File: config.mk
export PLATFORM = sky130hd
export DESIGN_NAME = apb_master
export DESIGN_NICKNAME = d
export VERILOG_FILES = /design/src/rtl/apb_master.sv
export SDC_FILE = /design/constraint.sdc
export NUM_CORES = 1
export LEC_CHECK = 0
export CAP_MARGIN = 20
export CORE_MARGIN = 3
export CORE_UTILIZATION = 50
export CTS_CLUSTER_SIZE = 24
export DETAILED_ROUTE_END_ITERATION = 8
export DONT_BUFFER_PORTS = 1
export PLACE_DENSITY = 0.67
export SLEW_MARGIN = 10
export SYNTH_ARGS = -nofsm -noshare
export SYNTH_HDL_FRONTEND = slang
export SYNTH_SLANG_ARGS = --single-unit
File: constraint.sdc
create_clock -name clk -period 1.55 [get_ports clk]
set_clock_uncertainty 0.15 [all_clocks]
set_input_delay 0.31 -clock clk [delete_from_list [all_inputs] [get_ports clk]]
set_output_delay 0.31 -clock clk [all_outputs]
set_load 0.005 [all_outputs]
File: src/rtl/apb_master.sv
// APB master bridge: turns single CPU requests into APB
// SETUP/ACCESS transfers with a bounded wait-state timeout.
module apb_master #(
    parameter int BUS_WIDTH = 16,
    parameter int TIMEOUT   = 255
) (
    input  logic                 clk,
    input  logic                 reset,
    input  logic [BUS_WIDTH-1:0] S_MEM_ADDR,
    input  logic [BUS_WIDTH-1:0] S_MEM_IN,
    input  logic                 S_MEM_WE,
    input  logic                 S_REQ,
    output logic [BUS_WIDTH-1:0] S_MEM_OUT,
    output logic                 S_ACK,
    output logic                 S_MEM_BUSY,
    output logic                 S_ERR,
    output logic [BUS_WIDTH-1:0] M_PADDR,
    output logic                 M_PWRITE,
    output logic                 M_PSELx,
    output logic                 M_PENABLE,
    output logic [BUS_WIDTH-1:0] M_PWDATA,
    input  logic [BUS_WIDTH-1:0] M_PRDATA,
    input  logic                 M_PREADY
);

    typedef enum logic [1:0] {IDLE, SETUP, ACCESS, RESP} state_t;

    localparam logic [7:0] TMO = 8'(TIMEOUT);

    state_t               state_q, state_d;
    logic [7:0]           wait_q, wait_d;
    logic [BUS_WIDTH-1:0] addr_q, addr_d;
    logic [BUS_WIDTH-1:0] wdata_q, wdata_d;
    logic [BUS_WIDTH-1:0] rdata_q, rdata_d;
    logic                 write_q, write_d;
    logic                 sel_q, sel_d;
    logic                 en_q, en_d;
    logic                 ack_q, ack_d;
    logic                 err_q, err_d;
    logic                 busy_q, busy_d;

    always_comb begin
        state_d = state_q;
        wait_d  = wait_q;
        addr_d  = addr_q;
        wdata_d = wdata_q;
        rdata_d = rdata_q;
        write_d = write_q;
        sel_d   = 1'b0;
        en_d    = 1'b0;
        ack_d   = 1'b0;
        err_d   = 1'b0;
        unique case (state_q)
            IDLE: begin
                if (S_REQ) begin
                    state_d = SETUP;
                    wait_d  = '0;
                    addr_d  = S_MEM_ADDR;
                    wdata_d = S_MEM_IN;
                    write_d = S_MEM_WE;
                    sel_d   = 1'b1;
                end
            end
            SETUP: begin
                state_d = ACCESS;
                sel_d   = 1'b1;
                en_d    = 1'b1;
            end
            ACCESS: begin
                // A ready on the final allowed cycle still wins.
                if (M_PREADY) begin
                    state_d = RESP;
                    ack_d   = 1'b1;
                    if (!write_q) rdata_d = M_PRDATA;
                end else if (wait_q == TMO) begin
                    state_d = RESP;
                    ack_d   = 1'b1;
                    err_d   = 1'b1;
                    rdata_d = '0;
                end else begin
                    wait_d = wait_q + 8'd1;
                    sel_d  = 1'b1;
                    en_d   = 1'b1;
                end
            end
            RESP: begin
                state_d = IDLE;
            end
            default: begin
                state_d = IDLE;
            end
        endcase
        busy_d = (state_d != IDLE);
    end

    always_ff @(posedge clk) begin
        if (reset) begin
            state_q <= IDLE;
            wait_q  <= '0;
            addr_q  <= '0;
            wdata_q <= '0;
            rdata_q <= '0;
            write_q <= 1'b0;
            sel_q   <= 1'b0;
            en_q    <= 1'b0;
            ack_q   <= 1'b0;
            err_q   <= 1'b0;
            busy_q  <= 1'b0;
        end else begin
            state_q <= state_d;
            wait_q  <= wait_d;
            addr_q  <= addr_d;
            wdata_q <= wdata_d;
            rdata_q <= rdata_d;
            write_q <= write_d;
            sel_q   <= sel_d;
            en_q    <= en_d;
            ack_q   <= ack_d;
            err_q   <= err_d;
            busy_q  <= busy_d;
        end
    end

    assign S_MEM_OUT  = rdata_q;
    assign S_ACK      = ack_q;
    assign S_MEM_BUSY = busy_q;
    assign S_ERR      = err_q;
    assign M_PADDR    = addr_q;
    assign M_PWRITE   = write_q;
    assign M_PSELx    = sel_q;
    assign M_PENABLE  = en_q;
    assign M_PWDATA   = wdata_q;

endmodule
* Word-level counts from Yosys, hierarchy flattened
Index checks and enable logic that the tools add are counted.
** Word-level totals
- Word-level logic and storage cells :: 48
- Bits in registers :: 64
- Input port bits :: 53
** Cells by class
- Bitwise gates (word level) :: 1
- Eq/ne operators :: 8
- Mux-type cells :: 18
- Reductions and logical operators :: 9
- Add/subtract/negate cells :: 1
** Operator list (number)
- $mux W16 :: 3
- $mux W8 :: 3
- $pmux W8 S2 :: 1
- $add A8 B1 Y8 const B :: 1
- $eq A8 B8 Y1 const B :: 1
- $ne A2 B2 Y1 const B :: 4
- $pmux W2 S4 :: 1
- $mux W2 :: 3
- $reduce_bool A2 Y1 :: 3
- $mux W1 :: 5
- $eq A2 B2 Y1 const B :: 2
- $reduce_and A4 Y1 :: 1
- $pmux W1 S3 :: 1
- $reduce_and A3 Y1 :: 1
- $reduce_or A3 Y1 :: 1
- $eq A2 B1 Y1 const B :: 1
- $logic_not A2 Y1 :: 1
- $pmux W1 S2 :: 1
- $reduce_and A2 Y1 :: 1
- $reduce_or A2 Y1 :: 1
- $not A1 Y1 :: 1

* Logic depth before layout (Yosys ltp)
- Word-level depth :: 5
- Depth in mapped cells :: 8
- Mapped depth without buffers :: 6

* Least setup slack after synthesis
No wires, ideal clock.
- Path type :: register -> register
- From :: register wait_q[0]
- To :: register wait_q[6]
- Required time :: 1265 ps
- Library setup time :: 135 ps
- Path slack :: -92 ps
- Stages on the path, launching flop included :: 6
- Data arrival time :: 1357 ps
- Path buffers :: 0
- Cell sequence :: dfxtp_1 ha_1 nand3_2 or4_1 a21oi_1 a211oi_1
** On the way
- Cells in the longest elaborated chain, start to end :: 4
- Elaborated cells on any way between the ends :: 7
** Ends and longest elaborated chain
- start, declared :: RTL line 31 : logic [7:0] wait_q, wait_d;
- start signal, assigned :: RTL line 111 : wait_q <= wait_d;
- $add A8 B1 Y8 :: RTL line 81 : wait_d = wait_q + 8'd1;
- $mux W8 :: RTL line 75 : end else if (wait_q == TMO) begin
- $mux W8 :: RTL line 71 : if (M_PREADY) begin
- $pmux W8 S2 :: RTL line 53 : unique case (state_q)
Several ways; a longest one is shown, not always the timed one. The select of a mux whose other input is x is not followed.
A chain may end at the register's enable or synchronous reset.

* Worst setup path after layout
- From :: register wait_q[0]
- To :: register wait_q[7]
The elaborated chain is that of the path after synthesis.

==> flow_summary.yaml <==
synth:
  synth_mux_area_share_pct: 0.539
  async_flop_share_pct: 0
  ys_types: 41
  yosysTopAreaCell: "dfxtp_1"
  syn_avg_cell_area_um2: 8.22
  synth_area_um2: 2550
  seq_area_frac_synth_pct: 50.1
  syn_inst: 311
  synth_simple_gate_area_share_pct: 21.6
  synth_nets: 370
  synth_compound_area_share_pct: 20.3
  synth_seq_cells: 64
  yosys-top-cells-area: "dfxtp_1, nand2_1, a21oi_1"
  synth-edff-count: 0
  synth_top_family_by_area: "simple AND/OR/NAND/NOR gates"
  yosys_warnings: 0
  ys_top_cells_by_count: "nand2_1, dfxtp_1, a21oi_1, clkbuf_1, o21ai_1"
  synth_top_area_share_pct: 50.1
  synth.most_common_cell: "nand2_1"
  synthFlopType: "dfxtp_1"
  synthAdderAreaFrac_pct: 2.94
  synth_xor_area_share_pct: 0
pwr:
  power_uw: 5540
  powerDensity_nw_per_um2: 1680
  irDropWorstVdd_mv: 0.972
  p_leak_uw: 0.00116
timing:
  worst_pin_slew_ns: 0.258
  finalSetupViolations: 3
  slew_viol_final: 0
  hold_viol_final: 61
  max_freq_ghz: 0.633
  slew_headroom_pct: 82.7
  finalCritPeriodShare_pct: 102
  tns_ns: -0.0764
  timing.final.ws_setup_ns: -0.0303
  rsz0062_at_grt: "yes"
  fin_hold_ws_ns: -0.120
  post-route-min-period_ns: 1.58
placement:
  hpwlAfterDp_um: 4100
  pre_cts_slack_ns: -0.114
  globalplace.congestion: 0.886
  placed_cells: 380
  portBuffers: 0
critical_path:
  r2r_cells: 5
  critical_path.endpoint_type: "register"
  r2r_slack_ns: -0.03
  crit_chain: "ha_4 -> and3_4 -> a21o_4 -> a21oi_4 -> a311oi_2"
  cp.required_ns: 1.61
  path_max_fanout: 4
  cp_slowest_cell: "dfxtp_2"
  rr_endpoint: "wait_q[7]"
  slowest_delay_ns: 0.34
  rr_startpoint: "wait_q[0]"
  crit_path_start_kind: "register"
  worstSetupPathType: "register to register"
  critPathArrivalTime_ns: 1.64
clock_tree:
  htree_levels: 3
  ctsRootBufferMaster: "clkbuf_8"
  cts_tree: "done"
  cts_buffers: 9
  cts.clk_slew.worst_paths_ns: 0.07
  max-clock-path-buffers: 2
  cts.sinks: 64
  clk_latency_ns: 0.34
grt:
  grtUsageTotal_pct: 20.6
  grtUsageMet1_pct: 25.6
  grt_use_met3_pct: 7.66
  met2_usage_pct: 31.4
  grt_max_degree: 65
  grt_pass1_wl_um: 9900
  grt_busiest_layer: "met2"
  gr-total-overflow: 0
  antenna_found_initial: 0
  grt_pass1_vias: 2095
detailed_routing:
  wire_per_inst_um: 16.2
  vias: 2209
  drc: 0
  final_antenna_net_count: 0
  dr.pass1.iters: 4
  via_per_inst: 5.45
  drt-total-wl_um: 6560
  drtIter0Drc: 166
hold_path:
  hp-start: "reset"
  hold_class: "input pin to register"
  hold_end: "M_PADDR[10]"
  min_path_cells: 1
floorplan:
  initial_utilization_pct: 53.0
  die_w_um: 77.5
  core_um2: 4820
  rows: 25
  die_y_um: 77.5
  die-area_um2: 6000
  num_io_pins: 107
job:
  cap_violations: 0
cells_and_area:
  drive_gt1_share_pct: 28.4
  final_nets: 392
  layout.cells.non_filler: 405
  area_delta_synth_final_pct: 29.4
  antenna_cells: 0
outcome:
  outcome: "finished with violations"
  violations: "hold timing, setup timing"
-- registers in the layout, summed over array words and instances (netlist names) --
name,cells
M_PADDR,16
M_PENABLE,1
M_PSELx,1
M_PWDATA,16
M_PWRITE,1
S_ACK,1
S_ERR,1
S_MEM_BUSY,1
S_MEM_OUT,16
state_q,2
wait_q,8
-- logic make-up after synthesis --
logic type,after synthesis
AND/OR/NAND/NOR,125
AO/OA/AOI/OAI,90
flip-flops,64
buffers and inverters,25
adder cells (fa/ha/maj),6
multiplexers,1
-- worst max-delay path by stage --
stage | from | depth (start not counted) | endpoint | slack [ns]
6_report | wait_q[0] | 5 | wait_q[7] | -0.03
5_1_grt | state_q[1] | 7 | wait_q[0] | -0.12
4_1_cts | state_q[0] | 7 | wait_q[0] | -0.02
3_5_place_dp | state_q[1] | 7 | wait_q[0] | -0.11
3_3_place_gp | state_q[1] | 6 | wait_q[4] | -0.02
2_1_floorplan | wait_q[0] | 5 | wait_q[6] | 0.009
-- placed cells by master, fill, tap and decap left out, drive strengths merged, types with 2 or more instances in the layout --
| cell type | Yosys | routed |
|---|---|---|
| nor2b | 2 | 2 |
| ha | 6 | 6 |
| nor2 | 9 | 9 |
| a21oi | 59 | 59 |
| a311oi | 2 | 2 |
| o21ai | 18 | 18 |
| dfxtp | 64 | 64 |
| a211oi | 2 | 2 |
| buf | 7 | 27 |
| inv | 6 | 7 |
| nand2b | 2 | 2 |
| nand3 | 6 | 6 |
| nor3 | 5 | 5 |
| a21o | 2 | 2 |
| dlygate4sd3 | 0 | 2 |
| nand2 | 92 | 92 |
| clkbuf | 12 | 11 |
| bufinv | 0 | 2 |
| a31oi | 4 | 4 |
| and3 | 2 | 2 |
| clkinv | 0 | 2 |
-- report_power, final --
part | internal [uW] | switching [uW] | leakage (uW) | total [uW]
sequential | 1940 | 221 | 0.000525 | 2160
clock | 954 | 681 | 0.000113 | 1640
combinational | 755 | 995 | 0.000517 | 1750
total | 3640 | 1900 | 0.00116 | 5540
-- metrics by stage --
stage	instance area [um2]	util (%)	hold WS, ns
CTS	3110	64.5	-0.130
finish	3310	68.6	-0.120
detailed placement	2780	57.8	0.237
floorplan	2590	-	0.296
global route	3310	68.6	-0.139
global placement	2780	57.8	0.229
-- worst max-delay path: cells and delay by family (launching register included) --
family,cells,cell delay [ns]
flip-flops,1,0.34
AO/OA/AOI/OAI,3,0.59
adder cells (fa/ha/maj),1,0.16
AND/OR/NAND/NOR,1,0.21
-- timing repair --
action,CTS,global route
endpoints found under the setup margin,11,24
hold buffers,1,1
gates cloned,0,1
hold endpoints to repair,63,62
buffers inserted,3,4
gates resized for setup,12,40
pin swaps,4,27
-- area by class of cell --
type,instances,area [um2]
Tap cell,67,83.8
Inverter,6,27.5
Fill cell,395,1510
Timing Repair Buffer,30,305
Clock buffer,10,138
Multi-Input combinational cell,222,1370
Sequential cell,64,1290
Clock inverter,6,90.1
-- routing by layer --
layer,wire length (um),vias up
li1,-,1101
met1,2760,1007
met2,3100,90
met3,560,11
met4,139,0
met5,0,-
Power figures use the tool's default switching activity.
